==> src/rtl/div_sequencer.sv <==
// div_sequencer: front-end controller for the restoring divider.
// Accepts an operand pair, loads and starts the divider, waits for Done
// (or times out), and presents quotient/remainder on a valid/ready output.
// Divide-by-zero is answered directly without touching the divider.
module div_sequencer #(
  parameter int n       = 8,
  parameter int TIMEOUT = 32,
  parameter int TW      = 6
) (
  input  logic         Clock,
  input  logic         Resetn,
  input  logic         in_valid,
  output logic         in_ready,
  input  logic [n-1:0] in_a,
  input  logic [n-1:0] in_b,
  output logic         out_valid,
  input  logic         out_ready,
  output logic [n-1:0] out_q,
  output logic [n-1:0] out_r,
  output logic         out_dbz,
  output logic         out_timeout,
  output logic         busy,
  output logic         div_s,
  output logic         div_LA,
  output logic         div_EB,
  output logic [n-1:0] div_DataA,
  output logic [n-1:0] div_DataB,
  input  logic [n-1:0] div_Q,
  input  logic [n-1:0] div_R,
  input  logic         div_Done
);

  typedef enum logic [2:0] {
    IDLE    = 3'd0,
    LOAD    = 3'd1,
    RUN     = 3'd2,
    RELEASE = 3'd3,
    RESULT  = 3'd4
  } state_t;

  // Counter value on the last RUN cycle before giving up on the divider.
  localparam logic [TW-1:0] CNT_LAST = TW'(TIMEOUT - 1);

  state_t          state;
  state_t          state_nx;
  logic [TW-1:0]   cnt;
  logic            b_zero;

  assign b_zero = (in_b == '0);

  // State register with synchronous active-low reset.
  always_ff @(posedge Clock) begin
    if (!Resetn) state <= IDLE;
    else         state <= state_nx;
  end

  // Next-state and Moore output decode.
  always_comb begin
    state_nx  = state;
    in_ready  = 1'b0;
    busy      = 1'b1;
    out_valid = 1'b0;
    div_s     = 1'b0;
    div_LA    = 1'b0;
    div_EB    = 1'b0;
    case (state)
      IDLE: begin
        in_ready = 1'b1;
        busy     = 1'b0;
        if (in_valid) state_nx = b_zero ? RESULT : LOAD;
      end
      LOAD: begin
        div_LA   = 1'b1;
        div_EB   = 1'b1;
        state_nx = RUN;
      end
      RUN: begin
        div_s = 1'b1;
        if (div_Done || (cnt == CNT_LAST)) state_nx = RELEASE;
      end
      RELEASE: begin
        state_nx = RESULT;
      end
      RESULT: begin
        out_valid = 1'b1;
        if (out_ready) state_nx = IDLE;
      end
      default: begin
        state_nx = IDLE;
      end
    endcase
  end

  // Operand, result, flag and timeout-counter registers.
  // Done is tested before the counter so a simultaneous Done wins over timeout.
  always_ff @(posedge Clock) begin
    if (!Resetn) begin
      cnt         <= '0;
      out_q       <= '0;
      out_r       <= '0;
      out_dbz     <= 1'b0;
      out_timeout <= 1'b0;
      div_DataA   <= '0;
      div_DataB   <= '0;
    end else begin
      case (state)
        IDLE: begin
          if (in_valid) begin
            if (b_zero) begin
              out_q       <= '1;
              out_r       <= in_a;
              out_dbz     <= 1'b1;
              out_timeout <= 1'b0;
            end else begin
              div_DataA <= in_a;
              div_DataB <= in_b;
            end
          end
        end
        LOAD: begin
          cnt         <= '0;
          out_dbz     <= 1'b0;
          out_timeout <= 1'b0;
        end
        RUN: begin
          cnt <= cnt + TW'(1);
          if (div_Done) begin
            out_q <= div_Q;
            out_r <= div_R;
          end else if (cnt == CNT_LAST) begin
            out_q       <= '0;
            out_r       <= '0;
            out_timeout <= 1'b1;
          end
        end
        default: begin
        end
      endcase
    end
  end

endmodule

==> config.mk <==
export PLATFORM = sky130hd
export DESIGN_NAME = div_sequencer
export DESIGN_NICKNAME = d
export VERILOG_FILES = /design/src/rtl/div_sequencer.sv
export SDC_FILE = /design/constraint.sdc
export NUM_CORES = 1
export LEC_CHECK = 0
export ABC_AREA = 1
export BUFFER_PORTS_ARGS = -buffer_cell sky130_fd_sc_hd__buf_2
export CAP_MARGIN = 10
export CORE_MARGIN = 1.5
export CORE_UTILIZATION = 49
export DETAILED_ROUTE_END_ITERATION = 7
export PLACE_DENSITY_LB_ADDON = 0.12
export SLEW_MARGIN = 20
export SYNTH_ARGS = -nofsm -noshare
export SYNTH_HDL_FRONTEND = slang
export SYNTH_SLANG_ARGS = --single-unit
==> constraint.sdc <==
create_clock -name Clock -period 1.7 [get_ports Clock]
set_clock_uncertainty 0.05 [all_clocks]
set_input_delay 0.34 -clock Clock [delete_from_list [all_inputs] [get_ports Clock]]
set_output_delay 0.34 -clock Clock [all_outputs]
set_load 0.02 [all_outputs]
======== Word level (Yosys, flattened, before mapping) ========
Cells that the tools add are included.
W data, S select, Z words.
word-level totals
  flip-flop bits (word level) ............. 43
  input bits .............................. 37
operators by class
  add/sub/neg operators ................... 1
  eq/ne operators ......................... 12
  mux-type cells .......................... 28
  bitwise operators ....................... 1
  reduce and logical (&&, ||, !) cells .... 12
operator list
  operator               number
  $mux W8                7
  $pmux W8 S2            2
  $pmux W3 S5            1
  $mux W3                4
  $ne A2 B2 Y1 const B   6
  $pmux W6 S2            1
  $mux W1                11
  $reduce_and A3 Y1      3
  $logic_not A8 Y1       1
  $add A6 B1 Y6 const B  1
  $eq A3 B2 Y1 const B   2
  $eq A6 B5 Y1 const B   1
  $reduce_bool A2 Y1     3
  $reduce_and A5 Y1      1
  $reduce_and A4 Y1      1
  $eq A3 B1 Y1 const B   1
  $eq A3 B3 Y1 const B   1
  $logic_not A3 Y1       1
  $ne A3 B3 Y1 const B   1
  $pmux W1 S3            1
  $reduce_bool A3 Y1     1
  $pmux W1 S2            1
  $logic_or A1 B1 Y1     1
  $not A1 Y1             1

======== Depth between registers and ports, before layout ========
Gate-level depths: netlist of run 1.
  word-level depth ........................ 4
  depth in mapped cells ................... 10
  depth with buffers taken out ............ 10

======== Worst setup path after synthesis of run 1 ========
OpenSTA, ideal clock, no wires.
  kind .................................... register -> register
  start ................................... register state[2]
  end ..................................... register div_DataB[7]
  setup time .............................. 132 ps
  arrival ................................. 1336 ps
  data required time ...................... 1518 ps
  slack ................................... 182 ps
  stages on the path, launching flop included .. 10
  path buffers ............................ 1
  period minus slack after synthesis ...... 1518 ps
  cells stage by stage .................... dfxtp_1 > inv_2 > nand2_4 > nor2_4 > inv_2 > nor2_4 > nand2_2 > buf_6 > nand2_1 > a21oi_1
between the ends
  cells in the longest elaborated chain, start to end .. 2
RTL lines
  element                      line  source
  from (decl)                  44    state_t state;
  from (signal assigned)       54    else state <= state_nx;
  $logic_not A3 Y1             106   case (state)
  $reduce_and A3 Y1 (no line)  -
  to (signal assigned)         116   div_DataB <= in_b;
  to (decl)                    27    output logic [n-1:0] div_DataB,
Every way passes these cells.
A chain may end at the register's enable or synchronous reset.

======== Final worst setup path of run 1 ========
  start ................................... register state[1]
  end ..................................... output port div_LA
between the ends
  cells in the longest elaborated chain, start to end .. 2
RTL lines
  element       line  source
  $eq A3 B1 Y1  66    case (state)
  $mux W1       66
  to (decl)     24    output logic div_LA,
Every way passes these cells.

==> flow_metrics.env, run 1 <==
export IMPL_outcome="complete, no violations"
export IMPL_die_w_um=67.8
export IMPL_grt_pass1_wl_um=7980
export IMPL_end_kind="output port"
export IMPL_timing_critical_path_from_type="flop"
export IMPL_crit_end="div_LA"
export IMPL_row_count=23
export IMPL_register_area_share_after_synthesis=0.418
export IMPL_final_hold_worst_slack_ns=0.280
export IMPL_r2r_end="out_r[1]"
export IMPL_unrepaired_setup_endpoints_after_global_routing="true"
export IMPL_max_cap_viol_count=0
export IMPL_die_h_um=67.8
export IMPL_layout_nets=416
export IMPL_synthesis_nets=340
export IMPL_power_mw=3.85
export IMPL_boundary_pin_count=77
export IMPL_timing_setup_critical_path_class="flop to output port"
export IMPL_globalRouteMet2Util=0.353
export IMPL_path_depth_of_the_worst_reg2reg_path=8
export IMPL_setup_slack_ns=0.105
export IMPL_hpwl_after_dpl_um=3640
export IMPL_globalRouteTotalUtil=0.226
export IMPL_vdd_ir_drop_worst_mv=1.04
export IMPL_timing_reg2reg_setup_slack_ns=0.14
export IMPL_route_vias_total=2117
export IMPL_die_area_um2=4600
export IMPL_antenna_violations_before_repair=0
export IMPL_first_global_vias=1811
export IMPL_cts_buffers_inserted=5
export IMPL_layout_worst_path_cycle_share=0.938
export IMPL_start_util=0.511
export IMPL_routed_wl_um=4950
export IMPL_gr_max_usage_layer="met2"
export IMPL_placement_io_buffers=76
export IMPL_routedWlPerCell_um=11.5
export IMPL_root_buffer="sky130_fd_sc_hd__clkbuf_8"
export IMPL_place_ws_ns=0.0842
export IMPL_area_growth_synth_to_final_pct=25.6
export IMPL_r2r_start="state[0]"
export IMPL_final_antenna_net_count=0
export IMPL_cts_num_sinks=43
export IMPL_synthDominantAreaCellType="sky130_fd_sc_hd__dfxtp_1"
export IMPL_slew_headroom=0.734
export IMPL_clk_lat_worst_skew_ns=0.28
export IMPL_timing_critical_path_arrival_ns=1.20
export IMPL_yosys_warnings=0
export IMPL_maximum_number_of_pins_on_one_net_before_global_route_repair=22
export IMPL_synthDistinctLibCells=25
export IMPL_tritoncts="yes"
export IMPL_final_layout_size_suffix_gt1_frac=0.298
export IMPL_synthesis_instances=302
export IMPL_p_leak_nw=1.30
export IMPL_floorplan_core_area_um2=4030
export IMPL_critical_path_startpoint="state[1]"
export IMPL_worstPathMaxFanout=5
export IMPL_grtUsageMet3=0.0461
export IMPL_synth_seq_cells=43
export IMPL_synth_area_per_cell_um2=6.82
export IMPL_post_cts_buffers=0
export IMPL_shortest_clock_period_the_worst_path_allows_after_layout_ns=1.59
export IMPL_gp_congestion=0.921
export IMPL_layout_core_utilization=0.642
export IMPL_drc_violations_left=0
export IMPL_power_per_cell_area_nw_per_um2=1490
export IMPL_detailedRoute_firstPassIterationCount=6
export IMPL_ctsHtreeMaxLevel=2
export IMPL_clock_pin_slew_worst_setup_and_hold_paths_ns=0.08
export IMPL_worstPathRequired_ns=1.31
export IMPL_grt_overflow_total=0
export IMPL_synth_top_cell_area_share=0.418
export IMPL_max_clock_freq_ghz=0.627
export IMPL_ctsLongestPathBuffers=2
export IMPL_finalHoldViolations=0
export IMPL_synth_area_um2=2060
export IMPL_timing_max_transition_violations_final=0
export IMPL_setup_violations=0
export IMPL_worstMarginPinSlew_ns=0.396
export IMPL_drt_first_iter_violations=197
export IMPL_fillCellCount=404
export IMPL_antenna_cells_inserted=0
export IMPL_use_met1=0.309
export IMPL_post_drt_via_cell_ratio=4.93
export IMPL_worstHoldPathType="input port to flop"
export IMPL_ys_top_cells_by_area="sky130_fd_sc_hd__dfxtp_1, sky130_fd_sc_hd__nand2_1, sky130_fd_sc_hd__nor2_1, sky130_fd_sc_hd__nand3_1, sky130_fd_sc_hd__a21oi_1"
layout make-up:
type | count | area (um2) | share of cell area
multi-input cells | 219 | 1020 | 0.396
flip-flops and latches | 43 | 865 | 0.334
repair buffers | 85 | 460 | 0.178
inverters | 24 | 95.1 | 0.0368
clock buffers | 7 | 76.3 | 0.0295
well taps | 50 | 62.6 | 0.0242
clock inverters | 1 | 5.00 | 0.00193
worst min path at each step:
stage | from | end | slack [ns] | cells after the start
finish | in_b[1] | div_DataB[1] | 0.28 | 3
global route | in_a[6] | div_DataA[6] | 0.29 | 3
CTS | in_b[0] | div_DataB[0] | 0.28 | 3
detailed placement | div_DataA[4] | div_DataA[4] | 0.40 | 2
global placement | out_q[1] | out_q[1] | 0.40 | 2
floorplan | cnt[5] | cnt[5] | 0.40 | 2
synthesized netlist by cell type (all sizes together):
| library cell | n |
|---|---|
| o21ai | 13 |
| inv | 24 |
| nor3 | 3 |
| clkbuf | 6 |
| nor4 | 1 |
| nor2 | 53 |
| nand4 | 9 |
| o31ai | 1 |
| ha | 1 |
| nand3 | 31 |
| a21oi | 22 |
| buf | 10 |
| dfxtp | 43 |
| a22oi | 1 |
| nand2 | 84 |
stage by stage:
step | setup TNS, ns | instances | instance area, um2
6_report | 0 | 429 | 2590
5_1_grt | -0.0270 | 429 | 2590
4_1_cts | 0 | 429 | 2570
3_5_place_dp | 0 | 421 | 2490
3_3_place_gp | 0 | 421 | 2490
2_1_floorplan | 0 | 302 | 2060
cell usage in the layout (no fill, tap or decap), types with 5 or more instances in the layout:
cell type	instances
sky130_fd_sc_hd__nand4_1	9
sky130_fd_sc_hd__buf_2	76
sky130_fd_sc_hd__dfxtp_1	40
sky130_fd_sc_hd__buf_4	8
sky130_fd_sc_hd__inv_1	19
sky130_fd_sc_hd__nand2_2	5
sky130_fd_sc_hd__clkbuf_8	5
sky130_fd_sc_hd__nand3_1	29
sky130_fd_sc_hd__o21ai_0	13
sky130_fd_sc_hd__nor2_1	47
sky130_fd_sc_hd__a21oi_1	22
sky130_fd_sc_hd__nand2_1	78
layer usage:
| metal | vias up | routed length [um] |
|---|---|---|
| li1 | 1123 | - |
| met3 | 10 | 256 |
| met5 | - | 0 |
| met2 | 63 | 2220 |
| met1 | 921 | 2380 |
| met4 | 0 | 85 |
critical path: stages (launching register included):
cell and delay [ns]:
sky130_fd_sc_hd__dfxtp_2 0.38, sky130_fd_sc_hd__inv_4 0.11, sky130_fd_sc_hd__nand3_2 0.13, sky130_fd_sc_hd__inv_1 0.13, sky130_fd_sc_hd__buf_2 0.17
power by group:
group          total, mW  switching (mW)  internal, mW
Clock              0.613           0.324         0.288
Sequential          1.37           0.141          1.23
Combinational       1.87            1.24         0.626
Total               3.85            1.71          2.15
what timing repair did:
action                     4_1_cts  5_1_grt
setup endpoints to repair        2       20
resized for setup                2        6
hold buffers                     0        0
registers in the layout, indices dropped and copies added, names as in the netlist:
signal,count
div_DataB,8
out_r,8
out_q,8
out_timeout,1
div_DataA,8
cnt,6
out_dbz,1
state,3
cell families (layout without fill, tap and decap cells):
logic type / count (synthesis) / after routing / share of synthesized area
flip-flops: 43 / 43 / 0.418
adder cells (fa/ha/maj): 1 / 1 / 0.00607
buffers and inverters: 40 / 117 / 0.0899
AND/OR/NAND/NOR: 181 / 181 / 0.394
AO/OA/AOI/OAI: 37 / 37 / 0.0923
No activity file was read; power rests on OpenSTA's default activity.
==> inputs of run 2 (changes only) <==
--- a/config.mk
+++ b/config.mk
@@ -12,6 +12,7 @@
 export CORE_UTILIZATION = 49
 export DETAILED_ROUTE_END_ITERATION = 7
 export PLACE_DENSITY_LB_ADDON = 0.12
+export RECOVER_POWER = 25
 export SLEW_MARGIN = 20
 export SYNTH_ARGS = -nofsm -noshare
 export SYNTH_HDL_FRONTEND = slang
==> run 2 against run 1 <==
Die area did not move. Flip-flop and latch count did not move. Global-route usage did not move. Sequential share of layout area rose by 0.31 points. Combinational power barely moved. Critical path type unchanged. Highest routed layer unchanged. Cell area fell by 0.92%. Maximum frequency barely moved. Worst hold slack got worse by 0.00062 ns.
==> flow_metrics.env, run 2 (synthesized netlist as in run 1, its figures left out) <==
export IMPL_outcome="complete, no violations"
export IMPL_hold_buffers=0
export IMPL_floorplan_core_area_um2=4030
export IMPL_die_h_um=67.8
export IMPL_grt_overflow_total=0
export IMPL_placement_io_buffers=76
export IMPL_commonest_non_fill_non_tap_cell_in_the_layout="sky130_fd_sc_hd__nand2_1"
export IMPL_antenna_violations_before_repair=0
export IMPL_worstHoldPathType="input port to flop"
export IMPL_boundary_pin_count=77
export IMPL_finalHoldViolations=0
export IMPL_timing_setup_critical_path_class="flop to output port"
export IMPL_timing_critical_path_arrival_ns=1.21
export IMPL_end_kind="output port"
export IMPL_use_met1=0.309
export IMPL_grt_pass1_wl_um=7980
export IMPL_postPlaceCellArea_um2=2490
export IMPL_routedWlPerCell_um=11.6
export IMPL_setup_violations=0
export IMPL_ctsHtreeMaxLevel=2
export IMPL_globalRouteTotalUtil=0.226
export IMPL_vdd_ir_drop_worst_mv=1.03
export IMPL_timing_max_transition_violations_final=0
export IMPL_cts_buffers_inserted=5
export IMPL_final_design_instance_area_without_fill_um2=2560
export IMPL_power_per_cell_area_nw_per_um2=1490
export IMPL_gr_max_usage_layer="met2"
export IMPL_worstMarginPinSlew_ns=0.395
export IMPL_power_mw=3.83
export IMPL_unrepaired_setup_endpoints_after_global_routing="true"
export IMPL_resized_gates_after_cts=2
export IMPL_timing_critical_path_from_type="flop"
export IMPL_root_buffer="sky130_fd_sc_hd__clkbuf_8"
export IMPL_max_cap_viol_count=0
export IMPL_row_count=23
export IMPL_clk_lat_worst_skew_ns=0.28
export IMPL_post_cts_buffers=0
export IMPL_hpwl_after_dpl_um=3640
export IMPL_cts_num_sinks=43
export IMPL_final_antenna_net_count=0
export IMPL_post_drt_via_cell_ratio=4.93
export IMPL_die_w_um=67.8
export IMPL_antenna_cells_inserted=0
export IMPL_final_layout_size_suffix_gt1_frac=0.248
export IMPL_ctsLongestPathBuffers=2
export IMPL_layout_worst_path_cycle_share=0.939
export IMPL_p_leak_nw=1.22
export IMPL_maximum_number_of_pins_on_one_net_before_global_route_repair=22
export IMPL_shortest_clock_period_the_worst_path_allows_after_layout_ns=1.60
export IMPL_area_growth_synth_to_final_pct=24.5
export IMPL_start_util=0.511
export IMPL_max_clock_freq_ghz=0.627
export IMPL_cp_slowest_cell="sky130_fd_sc_hd__dfxtp_2"
export IMPL_tritoncts="yes"
export IMPL_cell_by_cell_listing_of_the_critical_path="inv_4 -> nand3_2 -> inv_1 -> buf_2"
export IMPL_route_vias_total=2117
export IMPL_worstPathRequired_ns=1.31
export IMPL_globalRouteMet2Util=0.353
export IMPL_most_frequent_cells_in_the_layout="sky130_fd_sc_hd__nand2_1, sky130_fd_sc_hd__buf_2, sky130_fd_sc_hd__nor2_1"
export IMPL_clock_pin_slew_worst_setup_and_hold_paths_ns=0.08
export IMPL_drt_first_iter_violations=127
export IMPL_worstPathMaxFanout=5
export IMPL_drc_violations_left=0
export IMPL_gp_congestion=0.921
export IMPL_die_area_um2=4600
export IMPL_detailedRoute_firstPassIterationCount=4
export IMPL_grtUsageMet3=0.0461
export IMPL_slew_headroom=0.734
export IMPL_first_global_vias=1811
export IMPL_largest_delay_share_family_worst_path="buffers and inverters"
export IMPL_timing_critical_path_slowest_cell_delay_ns=0.38
export IMPL_cp_num_buf_inv=3
export IMPL_layout_nets=416
export IMPL_routed_wl_um=4970
run 2: per-layer routing:
metal	part of all wire	wire (um)
met2	0.45	2220
met3	0.049	245
met4	0.018	91
met1	0.49	2410
met5	0	0
run 2: layout make-up:
type / count / area, um2
multi-input cells: 219 / 1020
repair buffers: 85 / 437
inverters: 24 / 95.1
well taps: 50 / 62.6
fillers: 414 / 1470
flip-flops and latches: 43 / 865
clock buffers: 7 / 76.3
clock inverters: 1 / 5.00
run 2: report_power, final:
group,total [mW],switching (mW),internal (mW)
registers,1.37,0.143,1.23
logic,1.84,1.24,0.597
clock network,0.612,0.324,0.288
total,3.83,1.71,2.12
run 2: worst min-delay path, cell delays in order:
cell	delay [ns]
sky130_fd_sc_hd__buf_2	0.10
sky130_fd_sc_hd__nand3_1	0.07
sky130_fd_sc_hd__a21oi_1	0.06
run 2: final timing paths:
| kind | startpoint | endpoint | slack [ns] | depth (start not counted) |
|---|---|---|---|---|
| max | state[1] | div_LA | 0.10 | 4 |
| min | in_b[1] | div_DataB[1] | 0.28 | 3 |
| max reg2reg | state[0] | out_r[7] | 0.14 | 8 |
| min reg2reg | div_DataB[5] | div_DataB[5] | 0.41 | 2 |
run 2: through the flow:
step / TNS [ns] / hold slack [ns] / setup slack (ns) / util / std cells
global placement: 0 / 0.395 / 0.104 / 0.617 / 421
global route: -0.0270 / 0.286 / -0.0153 / 0.636 / 429
detailed placement: 0 / 0.400 / 0.0842 / 0.617 / 421
floorplan: 0 / 0.400 / 0.182 / - / 302
finish: 0 / 0.279 / 0.104 / 0.636 / 429
CTS: 0 / 0.276 / 0.0652 / 0.639 / 429
==> inputs of run 3 (changes only) <==
--- a/config.mk
+++ b/config.mk
@@ -8,11 +8,12 @@
 export ABC_AREA = 1
 export BUFFER_PORTS_ARGS = -buffer_cell sky130_fd_sc_hd__buf_2
 export CAP_MARGIN = 10
+export CORE_ASPECT_RATIO = 1.25
 export CORE_MARGIN = 1.5
 export CORE_UTILIZATION = 49
 export DETAILED_ROUTE_END_ITERATION = 7
 export PLACE_DENSITY_LB_ADDON = 0.12
-export RECOVER_POWER = 25
+export RECOVER_POWER = 100
 export SLEW_MARGIN = 20
 export SYNTH_ARGS = -nofsm -noshare
 export SYNTH_HDL_FRONTEND = slang
==> run 3 against run 2 <==
Worst hold slack lost 0.019 ns. Setup slack lost 0.031 ns. Maximum frequency shrank 1.9%. Cell area grew 4.6%. Global-route usage grew 0.66 points. Sequential power is essentially flat. Critical path depth is the same. Clock power grew 55%. Critical path type unchanged. Largest power group unchanged.
==> flow_metrics.env, run 3 (synthesized netlist as in run 1, its figures left out) <==
export IMPL_outcome="complete, no violations"
export IMPL_end_kind="output port"
export IMPL_area_growth_synth_to_final_pct=30.3
export IMPL_cp_slowest_cell="sky130_fd_sc_hd__dfxtp_1"
export IMPL_fillCellCount=386
export IMPL_max_cap_viol_count=0
export IMPL_die_w_um=61.0
export IMPL_cts_num_sinks=43
export IMPL_timing_critical_path_from_type="flop"
export IMPL_layout_worst_path_cycle_share=0.957
export IMPL_die_h_um=75.5
export IMPL_comb_power_share=0.462
export IMPL_p_sw_frac=0.412
export IMPL_antenna_violations_before_repair=0
export IMPL_worstPathRequired_ns=1.31
export IMPL_worstHoldPathType="input port to flop"
export IMPL_share_seq_of_total_power=0.318
export IMPL_drt_first_iter_violations=72
export IMPL_cts_buffers_inserted=5
export IMPL_ctsLongestPathBuffers=2
export IMPL_most_frequent_cells_in_the_layout="sky130_fd_sc_hd__nand2_1, sky130_fd_sc_hd__buf_2, sky130_fd_sc_hd__nor2_1"
export IMPL_timing_setup_critical_path_class="flop to output port"
export IMPL_post_drt_via_cell_ratio=4.92
export IMPL_globalRouteTotalUtil=0.232
export IMPL_timing_critical_path_arrival_ns=1.24
export IMPL_slew_headroom=0.786
export IMPL_placement_io_buffers=76
export IMPL_root_buffer="sky130_fd_sc_hd__clkbuf_8"
export IMPL_row_count=26
export IMPL_start_util=0.506
export IMPL_max_clock_freq_ghz=0.615
export IMPL_gp_congestion=0.831
export IMPL_antenna_cells_inserted=0
export IMPL_layout_nets=418
export IMPL_layout_core_utilization=0.660
export IMPL_grt_pass1_wl_um=8100
export IMPL_timing_critical_path_slowest_cell_delay_ns=0.37
export IMPL_cell_by_cell_listing_of_the_critical_path="inv_2 -> nand2_4 -> nor2_8 -> buf_2"
export IMPL_power_per_cell_area_nw_per_um2=1600
export IMPL_vdd_ir_drop_worst_mv=0.888
export IMPL_worstMarginPinSlew_ns=0.318
export IMPL_final_antenna_net_count=0
export IMPL_unrepaired_setup_endpoints_after_global_routing="true"
export IMPL_detailedRoute_firstPassIterationCount=5
export IMPL_net_switching_power_mw=1.77
export IMPL_finalHoldViolations=0
export IMPL_timing_max_transition_violations_final=0
export IMPL_drc_violations_left=0
export IMPL_final_layout_size_suffix_gt1_frac=0.310
export IMPL_routedWlPerCell_um=11.3
export IMPL_clock_pin_slew_worst_setup_and_hold_paths_ns=0.09
export IMPL_tns_ns=0
export IMPL_internal_power_mw=2.53
export IMPL_worstPathMaxFanout=12
export IMPL_floorplan_core_area_um2=4070
export IMPL_commonest_non_fill_non_tap_cell_in_the_layout="sky130_fd_sc_hd__nand2_1"
export IMPL_routed_wl_um=4930
export IMPL_shortest_clock_period_the_worst_path_allows_after_layout_ns=1.63
export IMPL_clock_power_share=0.220
export IMPL_grt_overflow_total=0
export IMPL_maximum_number_of_pins_on_one_net_before_global_route_repair=22
export IMPL_clk_lat_worst_skew_ns=0.30
export IMPL_tritoncts="yes"
export IMPL_ctsHtreeMaxLevel=2
export IMPL_hpwl_after_dpl_um=3680
export IMPL_boundary_pin_count=77
export IMPL_first_global_vias=1860
export IMPL_timing_reg2reg_setup_slack_ns=0.16
export IMPL_p_leak_nw=1.34
export IMPL_route_vias_total=2149
export IMPL_die_area_um2=4600
export IMPL_setup_violations=0
## run 3: path summary, 6_finish.rpt
| kind | endpoint | startpoint | cells after the start |
|---|---|---|---|
| max | div_s | state[0] | 4 |
| min | div_DataB[4] | in_b[4] | 3 |
| max reg2reg | out_r[3] | cnt[0] | 10 |
| min reg2reg | div_DataB[7] | div_DataB[7] | 2 |
## run 3: layout make-up
| type | instances | area [um2] | area share |
|---|---|---|---|
| clock inverters | 3 | 67.6 | 0.0252 |
| repair buffers | 87 | 488 | 0.182 |
| flip-flops and latches | 43 | 865 | 0.322 |
| multi-input cells | 219 | 1030 | 0.383 |
| inverters | 24 | 95.1 | 0.0354 |
| well taps | 56 | 70.1 | 0.0261 |
| clock buffers | 5 | 68.8 | 0.0257 |
## run 3: stage by stage
step           instance area, um2  power, mW  hold slack, ns  setup slack, ns  cells
2_1_floorplan                2060       2.74           0.400            0.182    302
3_3_place_gp                 2470       3.17           0.395           0.0720    426
3_5_place_dp                 2470       3.20           0.401           0.0273    426
4_1_cts                      2620       4.16           0.256          0.00265    434
5_1_grt                      2680       4.62           0.269          -0.0121    437
6_report                     2680       4.30           0.260           0.0734    437
## run 3: power groups by stage
stage	combinational (mW)	sequential, mW	clock [mW]
floorplan	1.15	1.60	0
detailed placement	1.82	1.38	0
global route	2.22	1.40	1.00
finish	1.99	1.37	0.946
CTS	1.84	1.36	0.965
global placement	1.80	1.37	0
## run 3: metal layers
| metal | wire length (um) | track usage |
|---|---|---|
| met1 | 2280 | 0.292 |
| met2 | 2330 | 0.382 |
| met3 | 230 | 0.0645 |
| met4 | 99 | 0.0773 |
| met5 | 0 | 0 |
## run 3: what timing repair did
| item | in CTS | in global routing |
|---|---|---|
| hold buffers | 0 | 0 |
| setup endpoints to repair | 2 | 22 |
| gates cloned | 0 | 0 |
| gates resized for setup | 2 | 8 |
| setup buffers | 0 | 3 |
| pin swaps | 0 | 2 |
## run 3: critical path: cells and delay by family (launching register included)
kind          cells  cell delay [ns]
simple gates      2             0.26
flops             1             0.37
buf+inv           2             0.30
